--- src/rtl/plot_scheduler_if.sv ---
// Pixel and ROM bus between plot_scheduler, its background/sprite ROMs and the VGA adapter.
// master = scheduler side, slave = ROM/VGA side.
interface plot_scheduler_if;
  logic [16:0] bg_addr;
  logic [11:0] bg_data;
  logic [6:0]  spr_addr;
  logic [11:0] pac_data;
  logic [11:0] ghost_data;
  logic [8:0]  x;
  logic [8:0]  y;
  logic [11:0] colour;
  logic        plot;

  modport master (
    output bg_addr, spr_addr, x, y, colour, plot,
    input  bg_data, pac_data, ghost_data
  );
  modport slave (
    input  bg_addr, spr_addr, x, y, colour, plot,
    output bg_data, pac_data, ghost_data
  );
endinterface

--- src/rtl/plot_scheduler.sv ---
// Sprite erase/redraw sequencer: on each frame_tick, restores background under the old
// sprite positions, then draws pac and ghost at their new positions onto the VGA plot bus.
//
// state       | meaning
// IDLE        | waiting for frame_tick
// LATCH       | capture new sprite coordinates
// ERASE_PAC   | repaint background under old pac position
// ERASE_GHOST | repaint background under old ghost position
// DRAW_PAC    | plot pac sprite at new position
// DRAW_GHOST  | plot ghost sprite at new position (last, so it sits on top)
// DONE        | commit new positions as old; done pulses on the following cycle
module plot_scheduler #(
  parameter int          SPR_W       = 10,
  parameter int          SPR_H       = 10,
  parameter int          X_OFFSET    = 51,
  parameter logic [11:0] TRANSPARENT = 12'hFFF
) (
  input  logic             clk,
  input  logic             resetn,
  input  logic             frame_tick,
  input  logic [7:0]       pac_x,
  input  logic [7:0]       pac_y,
  input  logic [7:0]       ghost_x,
  input  logic [7:0]       ghost_y,
  plot_scheduler_if.master bus,
  output logic             busy,
  output logic             done,
  output logic             overrun
);
  localparam int CXW = (SPR_W > 1) ? $clog2(SPR_W) : 1;
  localparam int CYW = (SPR_H > 1) ? $clog2(SPR_H) : 1;
  localparam logic [CXW-1:0] CX_LAST = CXW'(SPR_W - 1);
  localparam logic [CYW-1:0] CY_LAST = CYW'(SPR_H - 1);

  typedef enum logic [2:0] {
    IDLE, LATCH, ERASE_PAC, ERASE_GHOST, DRAW_PAC, DRAW_GHOST, DONE
  } state_t;

  state_t state, state_nxt;

  logic [CXW-1:0] cx;
  logic [CYW-1:0] cy;
  logic           drain;

  logic [7:0] new_pac_x, new_pac_y, new_ghost_x, new_ghost_y;
  logic [7:0] old_pac_x, old_pac_y, old_ghost_x, old_ghost_y;
  logic       old_valid_pac, old_valid_ghost;

  logic       in_phase, addr_cycle, phase_erase, phase_ghost;
  logic [7:0] sx, sy;
  logic [8:0] px, py;

  logic        p1_valid, p1_erase, p1_ghost;
  logic [8:0]  p1_x, p1_y;
  logic [11:0] pix_data;
  logic        pix_clip;

  logic [8:0]  x_q, y_q;
  logic [11:0] colour_q;
  logic        plot_q;

  always_ff @(posedge clk or negedge resetn) begin
    if (!resetn) state <= IDLE;
    else         state <= state_nxt;
  end

  always_comb begin
    state_nxt = state;
    case (state)
      IDLE:        if (frame_tick && !done) state_nxt = LATCH;
      LATCH: begin
        if (old_valid_pac)        state_nxt = ERASE_PAC;
        else if (old_valid_ghost) state_nxt = ERASE_GHOST;
        else                      state_nxt = DRAW_PAC;
      end
      ERASE_PAC:   if (drain) state_nxt = old_valid_ghost ? ERASE_GHOST : DRAW_PAC;
      ERASE_GHOST: if (drain) state_nxt = DRAW_PAC;
      DRAW_PAC:    if (drain) state_nxt = DRAW_GHOST;
      DRAW_GHOST:  if (drain) state_nxt = DONE;
      DONE:        state_nxt = IDLE;
      default:     state_nxt = IDLE;
    endcase
  end

  always_comb begin
    busy        = (state != IDLE);
    in_phase    = 1'b0;
    phase_erase = 1'b0;
    phase_ghost = 1'b0;
    sx          = new_pac_x;
    sy          = new_pac_y;
    case (state)
      ERASE_PAC: begin
        in_phase = 1'b1; phase_erase = 1'b1; sx = old_pac_x; sy = old_pac_y;
      end
      ERASE_GHOST: begin
        in_phase = 1'b1; phase_erase = 1'b1; phase_ghost = 1'b1;
        sx = old_ghost_x; sy = old_ghost_y;
      end
      DRAW_PAC: in_phase = 1'b1;
      DRAW_GHOST: begin
        in_phase = 1'b1; phase_ghost = 1'b1; sx = new_ghost_x; sy = new_ghost_y;
      end
      default: ;
    endcase
    addr_cycle = in_phase && !drain;
  end

  // 9-bit sums cannot wrap for 8-bit origins plus small sprite offsets.
  assign px           = 9'(sx) + 9'(cx) + 9'(X_OFFSET);
  assign py           = 9'(sy) + 9'(cy);
  assign bus.bg_addr  = 17'(py) * 17'd320 + 17'(px);
  assign bus.spr_addr = 7'(SPR_W * int'(cy) + int'(cx));

  always_ff @(posedge clk or negedge resetn) begin
    if (!resetn) begin
      cx    <= '0;
      cy    <= '0;
      drain <= 1'b0;
    end else if (!addr_cycle) begin
      cx    <= '0;
      cy    <= '0;
      drain <= 1'b0;
    end else if (cx == CX_LAST) begin
      cx <= '0;
      if (cy == CY_LAST) begin
        cy    <= '0;
        drain <= 1'b1;
      end else begin
        cy <= cy + CYW'(1);
      end
    end else begin
      cx <= cx + CXW'(1);
    end
  end

  always_ff @(posedge clk or negedge resetn) begin
    if (!resetn) begin
      new_pac_x <= '0; new_pac_y <= '0; new_ghost_x <= '0; new_ghost_y <= '0;
      old_pac_x <= '0; old_pac_y <= '0; old_ghost_x <= '0; old_ghost_y <= '0;
      old_valid_pac   <= 1'b0;
      old_valid_ghost <= 1'b0;
    end else if (state == LATCH) begin
      new_pac_x   <= pac_x;
      new_pac_y   <= pac_y;
      new_ghost_x <= ghost_x;
      new_ghost_y <= ghost_y;
    end else if (state == DONE) begin
      old_pac_x       <= new_pac_x;
      old_pac_y       <= new_pac_y;
      old_ghost_x     <= new_ghost_x;
      old_ghost_y     <= new_ghost_y;
      old_valid_pac   <= 1'b1;
      old_valid_ghost <= 1'b1;
    end
  end

  // Pixel metadata rides one stage behind the address to meet the ROM data.
  always_ff @(posedge clk or negedge resetn) begin
    if (!resetn) begin
      p1_valid <= 1'b0;
      p1_erase <= 1'b0;
      p1_ghost <= 1'b0;
      p1_x     <= '0;
      p1_y     <= '0;
    end else begin
      p1_valid <= addr_cycle;
      p1_erase <= phase_erase;
      p1_ghost <= phase_ghost;
      p1_x     <= px;
      p1_y     <= py;
    end
  end

  always_comb begin
    pix_data = p1_erase ? bus.bg_data : (p1_ghost ? bus.ghost_data : bus.pac_data);
    pix_clip = (p1_x >= 9'd320) || (p1_y >= 9'd240);
  end

  always_ff @(posedge clk or negedge resetn) begin
    if (!resetn) begin
      x_q      <= '0;
      y_q      <= '0;
      colour_q <= '0;
      plot_q   <= 1'b0;
    end else begin
      plot_q <= p1_valid && !pix_clip && (p1_erase || (pix_data != TRANSPARENT));
      if (p1_valid) begin
        x_q      <= p1_x;
        y_q      <= p1_y;
        colour_q <= pix_data;
      end
    end
  end

  always_ff @(posedge clk or negedge resetn) begin
    if (!resetn) begin
      done    <= 1'b0;
      overrun <= 1'b0;
    end else begin
      done <= (state == DONE);
      if (frame_tick && (busy || done)) overrun <= 1'b1;
    end
  end

  assign bus.x      = x_q;
  assign bus.y      = y_q;
  assign bus.colour = colour_q;
  assign bus.plot   = plot_q;
endmodule

--- src/flat_wrapper.sv ---
// flat-port wrapper written by rule: the top's interface ports become plain ports
module plot_scheduler_flat 
#(
  parameter int          SPR_W       = 10,
  parameter int          SPR_H       = 10,
  parameter int          X_OFFSET    = 51,
  parameter logic [11:0] TRANSPARENT = 12'hFFF
)
  (clk, resetn, frame_tick, pac_x, pac_y, ghost_x, ghost_y, busy, done, overrun, bus_bg_addr, bus_spr_addr, bus_x, bus_y, bus_colour, bus_plot, bus_bg_data, bus_pac_data, bus_ghost_data);
  plot_scheduler_if bus_i ();
  input  logic clk;
  input  logic resetn;
  input  logic frame_tick;
  input  logic [7:0] pac_x;
  input  logic [7:0] pac_y;
  input  logic [7:0] ghost_x;
  input  logic [7:0] ghost_y;
  output logic busy;
  output logic done;
  output logic overrun;
  output wire logic [$bits(bus_i.bg_addr)-1:0] bus_bg_addr;
  output wire logic [$bits(bus_i.spr_addr)-1:0] bus_spr_addr;
  output wire logic [$bits(bus_i.x)-1:0] bus_x;
  output wire logic [$bits(bus_i.y)-1:0] bus_y;
  output wire logic [$bits(bus_i.colour)-1:0] bus_colour;
  output wire logic [$bits(bus_i.plot)-1:0] bus_plot;
  input wire logic [$bits(bus_i.bg_data)-1:0] bus_bg_data;
  input wire logic [$bits(bus_i.pac_data)-1:0] bus_pac_data;
  input wire logic [$bits(bus_i.ghost_data)-1:0] bus_ghost_data;
  assign bus_bg_addr = bus_i.bg_addr;
  assign bus_spr_addr = bus_i.spr_addr;
  assign bus_x = bus_i.x;
  assign bus_y = bus_i.y;
  assign bus_colour = bus_i.colour;
  assign bus_plot = bus_i.plot;
  assign bus_i.bg_data = bus_bg_data;
  assign bus_i.pac_data = bus_pac_data;
  assign bus_i.ghost_data = bus_ghost_data;
  plot_scheduler #(.SPR_W(SPR_W), .SPR_H(SPR_H), .X_OFFSET(X_OFFSET), .TRANSPARENT(TRANSPARENT)) u_core (.clk(clk), .resetn(resetn), .frame_tick(frame_tick), .pac_x(pac_x), .pac_y(pac_y), .ghost_x(ghost_x), .ghost_y(ghost_y), .bus(bus_i), .busy(busy), .done(done), .overrun(overrun));
endmodule
--- config.mk ---
export PLATFORM = sky130hd
export DESIGN_NAME = plot_scheduler_flat
export DESIGN_NICKNAME = d
export VERILOG_FILES = /design/src/rtl/plot_scheduler_if.sv /design/src/rtl/plot_scheduler.sv /design/src/flat_wrapper.sv
export SDC_FILE = /design/constraint.sdc
export NUM_CORES = 1
export LEC_CHECK = 0
export ABC_AREA = 1
export BUFFER_PORTS_ARGS = -buffer_cell sky130_fd_sc_hd__buf_2
export CORE_ASPECT_RATIO = 0.6
export CORE_UTILIZATION = 41
export CTS_CLUSTER_SIZE = 14
export DETAILED_ROUTE_END_ITERATION = 16
export PLACE_DENSITY = 0.66
export REMOVE_ABC_BUFFERS = 1
export SLEW_MARGIN = 20
export SYNTH_ARGS = -nofsm -noshare
export SYNTH_HDL_FRONTEND = slang
export SYNTH_SLANG_ARGS = --single-unit
--- constraint.sdc ---
create_clock -name clk -period 8.8 [get_ports clk]
set_clock_uncertainty 0.1 [all_clocks]
set_input_delay 0.88 -clock clk [delete_from_list [all_inputs] [get_ports clk]]
set_output_delay 0.88 -clock clk [all_outputs]
set_load 0.005 [all_outputs]
Yosys cells after proc, flatten, opt, wreduce, memory -nomap -nowiden
Cells that the tools add are included.

storage, ports and cells
  output and inout port bits = 58
  bits of input ports = 71
  flip-flop bits (word level) = 131

operators by class
  add/sub/neg operators = 7
  bitwise operators = 1
  equal/unequal tests = 16
  reduce and logical (&&, ||, !) cells = 19
  magnitude comparators = 2
  mux-type cells = 23
  $mul = 2

operators with widths
  cell                                                                                 count
  8-bit case mux with 3 select lines                                                   2
  12-bit two-way mux                                                                   2
  3-bit two-way mux                                                                    7
  4-bit two-way mux                                                                    5
  8-bit by 4-bit adder with 9-bit output                                               2
  3-bit case mux with 6 select lines                                                   1
  17-bit by 9-bit adder with 17-bit output                                             1
  12-bit inequality test, second input constant                                        1
  9-bit by 3-bit multiplier with 11-bit output, second input constant                  1
  2-bit by 1-bit inequality test with 1-bit output, second input constant              5
  9-bit by 6-bit adder with 9-bit output, second input constant                        1
  3-bit == test, second input constant                                                 3
  9-bit by 8-bit greater-or-equal comparator with 1-bit output, second input constant  1
  9-bit greater-or-equal comparator, second input constant                             1
  4-bit by 1-bit adder with 4-bit output, second input constant                        2
  4-bit == test, second input constant                                                 2
  7-bit by 5-bit adder with 7-bit output                                               1
  3-bit by 2-bit == test with 1-bit output, second input constant                      2
  3-bit by 4-bit multiplier with 6-bit output, first input constant                    1
  1-bit two-way mux                                                                    6
  1-bit logical AND                                                                    5
  5-bit AND reduction                                                                  1
  2-bit inequality test, second input constant                                         2
  2-bit AND reduction                                                                  2
  other kinds (8)                                                                      13

Logic depth before layout (Yosys ltp)
Gate-level depths: netlist (run 1).

  depth in word-level cells = 6
  gate-level depth with buffers = 30
  depth with buffers taken out = 28

Least setup slack after synthesis (run 1)
Ideal clock, no wire load.

  path type = register to output
  start point = register u_core.state[2]
  end point = output bus_bg_addr[16]
  cell stages (with the launch flop) = 28
  arrival = 4.116 ns
  setup slack = 3.704 ns
  path buffers = 3
  data required time = 7.820 ns
  path through = dfrtp_1 -> buf_6 -> inv_4 -> nand2_2 -> nand2_4 -> buf_2 -> buf_2 -> nor2_1 -> a31oi_1 -> ha_1 -> inv_1 -> fa_1 -> o21ai_0 -> nand3_1 -> nor2_2 -> xor2_1 -> ha_1 -> ha_1 -> nand2_1 -> inv_1 -> nor2_1 -> nand2_1 -> xnor2_1 -> nor2_1 -> nand3_1 -> inv_1 -> nand3_1 -> nand2_1

on the way
  word-level cells in the longest chain between the ends = 5
  elaborated cells on any way between the ends = 10
  classes of those cells = add/sub (4); mul (1); eq/ne (3); mux (2)

ends and longest elaborated chain
  item                                                                       line                   source
  from (decl)                                                                plot_scheduler.sv:39   state_t state, state_nxt;
  from (signal assigned)                                                     plot_scheduler.sv:64   else state <= state_nxt;
  3-bit == test or 3-bit by 2-bit == test with 1-bit output (tied branches)  plot_scheduler.sv:92   case (state)
  8-bit case mux with 3 select lines *                                       plot_scheduler.sv:92
  8-bit by 4-bit adder with 9-bit output *                                   plot_scheduler.sv:111  assign py = 9'(sy) + 9'(cy);
  net u_core.py[6]                                                           plot_scheduler.sv:51   logic [8:0] px, py;
  9-bit by 3-bit multiplier with 11-bit output *                             plot_scheduler.sv:112  assign bus.bg_addr = 17'(py) * 17'd320 + 17'(px);
  17-bit by 9-bit adder with 17-bit output *                                 plot_scheduler.sv:112
  to (decl)                                                                  flat_wrapper.sv:21     output wire logic [$bits(bus_i.bg_addr)-1:0] bus_bg_addr;

Mark *: on every way through the listed nets, which the timed path passes. The rest lies on a longest branch.

Worst setup path after layout (run 1)
Same ends and word-level chain as after synthesis.

==> results of run 1 <==
==> kinds of logic (layout without fill, tap and decap cells) <==
logic type      after synthesis  in the layout  synth area share [%]
compound gates              146            146                  11.2
xor+xnor                     27             27                  3.38
fa+ha+maj                    48             48                  9.24
buf+inv                     142            269                  8.57
flops                       131            131                  46.9
mux                           6              6                 0.966
simple gates                328            328                  19.8
==> tightest hold or removal path, cell delays in order (launching register included) <==
cell	delay (ns)
sky130_fd_sc_hd__dfrtp_1	0.32
sky130_fd_sc_hd__nand2_1	0.04
sky130_fd_sc_hd__nand2_1	0.05
==> cell usage in the layout, fill, tap and decap left out, types with 7 or more instances in the layout <==
cell type                   instances
sky130_fd_sc_hd__a31oi_1            7
sky130_fd_sc_hd__xor2_1            16
sky130_fd_sc_hd__nor2_1            66
sky130_fd_sc_hd__nand2_1          197
sky130_fd_sc_hd__buf_2            127
sky130_fd_sc_hd__nand2_2            7
sky130_fd_sc_hd__clkbuf_16         17
sky130_fd_sc_hd__inv_1             98
sky130_fd_sc_hd__nand3_1           32
sky130_fd_sc_hd__ha_1              42
sky130_fd_sc_hd__a21oi_1           51
sky130_fd_sc_hd__nand4_1            8
sky130_fd_sc_hd__o21ai_0           67
sky130_fd_sc_hd__o22ai_1            7
sky130_fd_sc_hd__dfrtp_1          131
sky130_fd_sc_hd__xnor2_1           11
==> layout make-up <==
type,count,area share [%]
well taps,228,3.44
repair buffers,133,8.20
inverters,104,4.79
multi-input cells,555,37.5
flip-flops and latches,131,39.5
clock buffers,20,5.26
clock inverters,12,1.30
==> path summary, 6_finish.rpt <==
kind / end / depth (start not counted) / slack [ns]
max in group asynchronous: u_core.new_pac_y[0]$_DFFE_PN0N_ / 2 / 6.78
min: u_core.bus.y[3]$_DFFE_PN0P_ / 2 / 0.34
max reg2reg: u_core.p1_x[7]$_DFF_PN0_ / 15 / 5.14
min in group asynchronous: u_core.bus.x[0]$_DFFE_PN0P_ / 1 / 0.46
max: bus_bg_addr[16] / 24 / 2.60
min reg2reg: u_core.bus.y[3]$_DFFE_PN0P_ / 2 / 0.34
==> layer usage <==
| metal | wire [um] | share of wire (%) | vias up | GRT usage (%) |
|---|---|---|---|---|
| li1 | - | - | 2895 | - |
| met1 | 9020 | 54 | 2671 | 30.5 |
| met2 | 6670 | 40 | 155 | 28.3 |
| met3 | 846 | 5.1 | 9 | 3.69 |
| met4 | 108 | 0.65 | 0 | 5.54 |
| met5 | 0 | 0 | - | 0 |
==> metrics by stage <==
stage               worst slack [ns]  hold slack [ns]
detailed placement              3.08            0.332
global placement                3.18            0.328
floorplan                       3.83            0.321
global route                    2.15            0.361
finish                          2.60            0.343
CTS                             2.60            0.345
==> flip-flops by register name, indices dropped and copies added, names as in the netlist, 8 cells and up <==
register and count:
u_core.bus.colour 12, u_core.bus.x 9, u_core.bus.y 9, u_core.new_ghost_x 8
u_core.new_ghost_y 8, u_core.new_pac_x 8, u_core.new_pac_y 8, u_core.old_ghost_x 8
u_core.old_ghost_y 8, u_core.old_pac_x 8, u_core.old_pac_y 8, u_core.p1_x 9
u_core.p1_y 9
==> impl_summary.txt, run 1 <==
----------------------------------------------------
[Setup path]
  Required time of the worst setup path ... 7.82 ns
  Number of buffers and inverters on the critical path ... 6
  Critical path capture point type ... primary output
  Worst reg2reg startpoint ... u_core.state[2]$_DFFE_PN0P_
  Cell family with most CP delay ... simple AND/OR/NAND/NOR gates
  Launching element type of the critical path ... flop
  Arrival time of data at the critical path endpoint ... 5.22 ns
  Cell-by-cell trace of the critical path ... inv_4 > nand3_2 > inv_1 > nand2_1 > a31oi_1 > inv_1 > fa_1 > o21ai_0 > nand3_1 > nor2_2 > xor2_1 > ha_1 > ha_1 > nand2_1 > inv_1 > nor2_1 > nand2_1 > xnor2_1 > nor2_1 > nand3_1 > inv_1 > nand3_1 > nand2_1 > buf_2
  Crit Path Class ... flop to primary output
  Worst-path cell with the longest stage delay ... sky130_fd_sc_hd__dfrtp_1
  Worst setup path start ... u_core.state[2]$_DFFE_PN0P_
  Maximum fanout along the worst path ... 12
  Max incr delay on CP ... 0.52 ns

[Timing]
  Final TNS setup ... 0 ns
  RSZ-0062 raised after global routing ... no
  Max-slew headroom at the worst pin ... 43.4%
  Count of final max-slew check failures ... 0
  Final Hold Fails ... 0
  Final period demand of the worst path ... 6.20 ns
  Portion of the clock cycle consumed by the worst path in the final layout ... 70.5%
  Max Clk Rate ... 0.161 GHz
  Worst Max-Slew Pin Slew ... 0.849 ns
  Count of final setup violators ... 0

[Placement]
  Total placed instance area ... 7760 sq um
  Final HPWL from detailed placement ... 12100 um
  Placed Instances ... 1151
  Port Buffer Count ... 128
  Final weighted congestion in routability-driven placement ... 0.804

[Die]
  Effective utilization at floorplan ... 42.5%
  Io pins ... 129
  Vertical die dimension ... 103 um
  Core area ... 16400 sq um
  Area enclosed by the die boundary ... 17600 sq um
  Number of core rows ... 36
  Floorplan die width ... 171 um

[Synthesis]
  Flip-flop and latch count after synthesis ... 131
  Sequential fraction of the synthesis area ... 46.9%
  Synthesis warning total ... 0
  Cell taking the most area after synthesis ... sky130_fd_sc_hd__dfrtp_1
  Flip-flop cell with the highest count after synthesis ... sky130_fd_sc_hd__dfrtp_1
  Area share of the leading cell type in the synthesized netlist ... 46.9%
  Most used standard cell by instance count after synthesis ... sky130_fd_sc_hd__nand2_1
  Count of unique library cells instantiated by Yosys ... 43
  Cell types occupying the most area after synthesis ... sky130_fd_sc_hd__dfrtp_1 47%, sky130_fd_sc_hd__nand2_1 11%, sky130_fd_sc_hd__ha_1 7.5%
  EDFF count, synth ... 0
  Mean area per synthesized cell ... 8.44 sq um
  Number of instances in the synthesized netlist ... 828
  Combined area of all synthesized cells ... 6990 sq um
  Post-synthesis async set-or-reset flop share ... 100%
  Ranking of synthesized cells by instance count ... 198 x sky130_fd_sc_hd__nand2_1, 131 x sky130_fd_sc_hd__dfrtp_1, 98 x sky130_fd_sc_hd__inv_1, 67 x sky130_fd_sc_hd__o21ai_0, 66 x sky130_fd_sc_hd__nor2_1

[Cells and area]
  Filler Cell Count ... 1596
  Number of nets in the layout ... 1061
  Area of combinational cells with multiple inputs ... 3120 sq um
  Final design utilization ... 50.5%
  Storage cell area ... 3280 sq um
  Area growth from synthesis to final layout ... 18.8%
  Layout Cell Area excl Fill ... 8300 sq um
  Count of placed standard cells in the final layout, fillers left out ... 1183
  Fraction of layout instances using a drive strength above 1 ... 20.1%
  Ant diodes ... 0

[GRT]
  Antenna violations before repair ... 0
  Gr usage total ... 19.9%
  First-pass GRT wire length ... 26900 um
  Largest net degree at the start of global routing ... 68
  Number of global-route vias before repair ... 5339
  Grt ovf ... 0

[CTS]
  Root cell of the clock tree ... sky130_fd_sc_hd__clkbuf_16
  Clock buffer count from CTS ... 17
  Post-CTS Setup Bufs ... 0
  Deepest clock path buffer count ... 2
  H-tree depth reported by CTS ... 4
  Clock Sink Count ... 131
  Hold-fix buffer count after cts ... 0
  Count of instances resized after the clock tree is built ... 0
  Worst skew pair latency ... 0.41 ns
  CTS clock-pin slew for the worst setup and hold paths ... 0.06 ns
  CTS tree ... yes

[Status]
  Run status ... completed

[Route]
  First DRT Iteration DRCs ... 380
  Routed wire length per instance ... 14.1 um
  Post-detailed-route count of antenna-violating nets ... 0
  Total routed wirelength ... 16600 um
  Final routed DRC violation total ... 0
  Number of vias per cell ... 4.84
  Drt first pass iters ... 5
  Number of vias in the routed layout ... 5730

[Job]
  Max Cap Viol ... 0

[Min path]
  Hold wc startpoint ... u_core.p1_y[3]$_DFF_PN0_
  Hold Crit Class ... flop to flop

----------------------------------------------------
Power of run 1 is left out: the tool's default activity adds up to more than one toggle a clock period on the data nets, which glitch-free logic cannot reach.
==> inputs of run 2 (changes only) <==
Settings changed: PLACE_DENSITY 0.66 to 0.68.
Clock period 8.8 ns to 5.3 ns, I/O delays scaled along.
==> run 2 against run 1 <==
Core utilization rose by 4.7 points; cell count rose by 3.5%; hold slack got worse by 0.095 ns; register-to-register slack got worse by 3.0 ns; die area did not move; critical path depth did not move; setup slack got worse by 2.5 ns; routed wire length rose by 12%; sequential cell count did not move; via count rose by 6.9%; largest cell class is now multi-input gates; non-clock buffer count rose by 38.
==> impl_summary.txt, run 2 (synthesis gave the netlist of run 1 again) <==
----------------------------------------------------
[Min path]
  Instance count along the most critical hold path ... 2 (unchanged)
  Hold EP ... u_core.new_ghost_y[7]$_DFFE_PN0N_
  Hold wc startpoint ... ghost_y[7]
  Hold Crit Class ... primary input to flop

[Placement]
  Final HPWL from detailed placement ... 12900 um (+6.3%)
  Port Buffer Count ... 128 (unchanged)
  Final weighted congestion in routability-driven placement ... 0.901 (+12%)

[Timing]
  Max Clk Rate ... 0.193 GHz
  Worst Hold Margin ... 0.248 ns (-0.0953 ns)
  Max-slew headroom at the worst pin ... 43.4% (about the same)
  Portion of the clock cycle consumed by the worst path in the final layout ... 97.6%
  Count of final max-slew check failures ... 0 (unchanged)
  Final Hold Fails ... 0 (unchanged)
  RSZ-0062 raised after global routing ... yes
  Final TNS setup ... 0 ns (unchanged)
  Worst Max-Slew Pin Slew ... 0.849 ns (+0.0000479 ns)
  Count of final setup violators ... 0 (unchanged)
  Final period demand of the worst path ... 5.17 ns

[CTS]
  Worst skew pair latency ... 0.41 ns (about the same)
  CTS clock-pin slew for the worst setup and hold paths ... 0.06 ns (about the same)
  Deepest clock path buffer count ... 2 (unchanged)
  Root cell of the clock tree ... sky130_fd_sc_hd__clkbuf_16
  Clock Sink Count ... 131 (unchanged)
  CTS tree ... yes
  H-tree depth reported by CTS ... 4 (unchanged)
  Clock buffer count from CTS ... 17 (unchanged)

[Route]
  First DRT Iteration DRCs ... 503 (+32%)
  Number of vias in the routed layout ... 6125 (+6.9%)
  Post-detailed-route count of antenna-violating nets ... 0 (unchanged)
  Number of vias per cell ... 5.00 (+3.3%)
  Final routed DRC violation total ... 0 (unchanged)
  Routed wire length per instance ... 15.3 um (+8.6%)
  Total routed wirelength ... 18700 um (+12%)
  Drt first pass iters ... 5 (unchanged)

[Die]
  Io pins ... 129 (unchanged)
  Effective utilization at floorplan ... 42.5% (unchanged)
  Core area ... 16400 sq um (unchanged)
  Floorplan die width ... 171 um (unchanged)
  Number of core rows ... 36 (unchanged)
  Vertical die dimension ... 103 um (unchanged)
  Area enclosed by the die boundary ... 17600 sq um (unchanged)

[GRT]
  Highest-utilization routing layer at the global route stage ... met2
  M1 GR Usage ... 30.7% (+0.21 points)
  Gr usage total ... 20.8% (+0.90 points)
  Grt met2 use ... 30.7% (+2.4 points)
  Grt ovf ... 0 (unchanged)
  Number of global-route vias before repair ... 5512 (+3.2%)
  Antenna violations before repair ... 0 (unchanged)
  First-pass GRT wire length ... 27800 um (+3.3%)
  Largest net degree at the start of global routing ... 67 (-1.5%)
  Met3 usage in global routing ... 4.64% (+0.96 points)

[Cells and area]
  Fraction of layout instances using a drive strength above 1 ... 29.3% (+9.2 points)
  Area growth from synthesis to final layout ... 29.7%
  Most common cell after layout, fill and taps aside ... sky130_fd_sc_hd__nand2_1
  Number of flip-flops in the largest register ... 12 (unchanged)
  Number of nets in the layout ... 1102 (+3.9%)
  Ant diodes ... 0 (unchanged)
  Most used cells in the layout excluding fill and tap cells ... 193 x sky130_fd_sc_hd__nand2_1, 128 x sky130_fd_sc_hd__dfrtp_1, 127 x sky130_fd_sc_hd__buf_2
  Filler Cell Count ... 1465 (-8.2%)

[Setup path]
  Maximum fanout along the worst path ... 7 (-5)
  Worst flop-to-flop path endpoint ... u_core.p1_x[7]$_DFF_PN0_
  Slack of the worst reg-to-reg path ... 2.13 ns (-3.01 ns)
  Launching element type of the critical path ... flop
  Required time of the worst setup path ... 4.67 ns (-3.15 ns)
  Worst reg2reg startpoint ... u_core.state[1]$_DFFE_PN0P_
  Crit Path Class ... flop to primary output
  Critical path capture point type ... primary output
  Arrival time of data at the critical path endpoint ... 4.54 ns (-0.68 ns)
  Worst reg-to-reg path cell count ... 17 (+2)

[Job]
  Max Cap Viol ... 0 (unchanged)

[Status]
  Run status ... completed

----------------------------------------------------
run 2: cell count changes in the layout (fill, tap and decap cells not counted), sizes merged:
cell          previous run  this run
buf                    133       169
bufinv                   1         3
nand2                  206       208
clkinvlp                 3         2
dlygate4sd3              0         1
dlymetal6s2s             0         1
inv                    106       105
nand3                   34        35
run 2: routing by layer:
metal  vias up  routed length (um)  share of wire (%)
met3        18                1240                6.6
met4         0                 195                1.0
met1      2914                9180                 49
met5         -                   0                  0
met2       215                8090                 43
li1       2978                   -                  -
run 2: worst max-delay path, stage by stage (launching register included):
cell                      delay [ns]
sky130_fd_sc_hd__dfrtp_2        0.48
sky130_fd_sc_hd__inv_4          0.12
sky130_fd_sc_hd__nand3_4        0.17
sky130_fd_sc_hd__inv_4          0.12
sky130_fd_sc_hd__a22oi_2        0.08
sky130_fd_sc_hd__a31oi_1        0.18
sky130_fd_sc_hd__ha_2           0.21
sky130_fd_sc_hd__inv_2          0.04
sky130_fd_sc_hd__fa_2           0.42
sky130_fd_sc_hd__o21ai_4        0.18
sky130_fd_sc_hd__xor2_1         0.17
sky130_fd_sc_hd__inv_1          0.12
sky130_fd_sc_hd__ha_4           0.29
sky130_fd_sc_hd__inv_1          0.04
sky130_fd_sc_hd__fa_1           0.48
sky130_fd_sc_hd__nor2_2         0.14
sky130_fd_sc_hd__nand3_1        0.10
sky130_fd_sc_hd__nor2_2         0.17
sky130_fd_sc_hd__nand3_1        0.11
sky130_fd_sc_hd__nor2_2         0.13
sky130_fd_sc_hd__nand3_2        0.10
sky130_fd_sc_hd__inv_2          0.06
sky130_fd_sc_hd__nand3_2        0.06
sky130_fd_sc_hd__nand2_1        0.06
sky130_fd_sc_hd__buf_2          0.10
run 2: how the worst max path moves through the flow:
stage	startpoint	end	slack [ns]	depth (start not counted)
floorplan	u_core.state[2]$_DFFE_PN0P_	bus_bg_addr[16]	0.68	24
global placement	u_core.state[2]$_DFFE_PN0P_	bus_bg_addr[16]	0.23	24
detailed placement	u_core.state[2]$_DFFE_PN0P_	bus_bg_addr[16]	0.14	24
CTS	u_core.state[1]$_DFFE_PN0P_	bus_bg_addr[16]	0.003	27
global route	u_core.state[1]$_DFFE_PN0P_	bus_bg_addr[16]	-0.10	24
finish	u_core.state[1]$_DFFE_PN0P_	bus_bg_addr[16]	0.13	24
run 2: timing repair:
item                       in CTS  in global routing
hold buffers                    1                  0
pin swaps                       1                 28
hold endpoints to repair       28                  0
gates cloned                    1                  2
setup buffers                   5                 27
setup endpoints to repair       4                  5
resized for setup              12                 68
run 2: cell type report:
cell class	count	area, sq um	share of cell area (%)
multi-input cells	558	3500	38.6
flip-flops and latches	131	3280	36.2
repair buffers	171	990	10.9
clock buffers	20	457	5.04
inverters	104	403	4.44
well taps	228	285	3.15
clock inverters	12	155	1.71
run 2: stage by stage:
stage / setup slack, ns / utilization [%] / cells / area (sq um)
final: 0.128 / 55.2 / 1224 / 9070
after global routing: -0.104 / 55.2 / 1224 / 9070
after CTS: 0.00277 / 51.7 / 1195 / 8500
after detailed placement: 0.142 / 47.4 / 1156 / 7790
after floorplan: 0.680 / - / 790 / 6790
after global placement: 0.230 / 47.4 / 1156 / 7790
Power of run 2 is left out for the same reason.
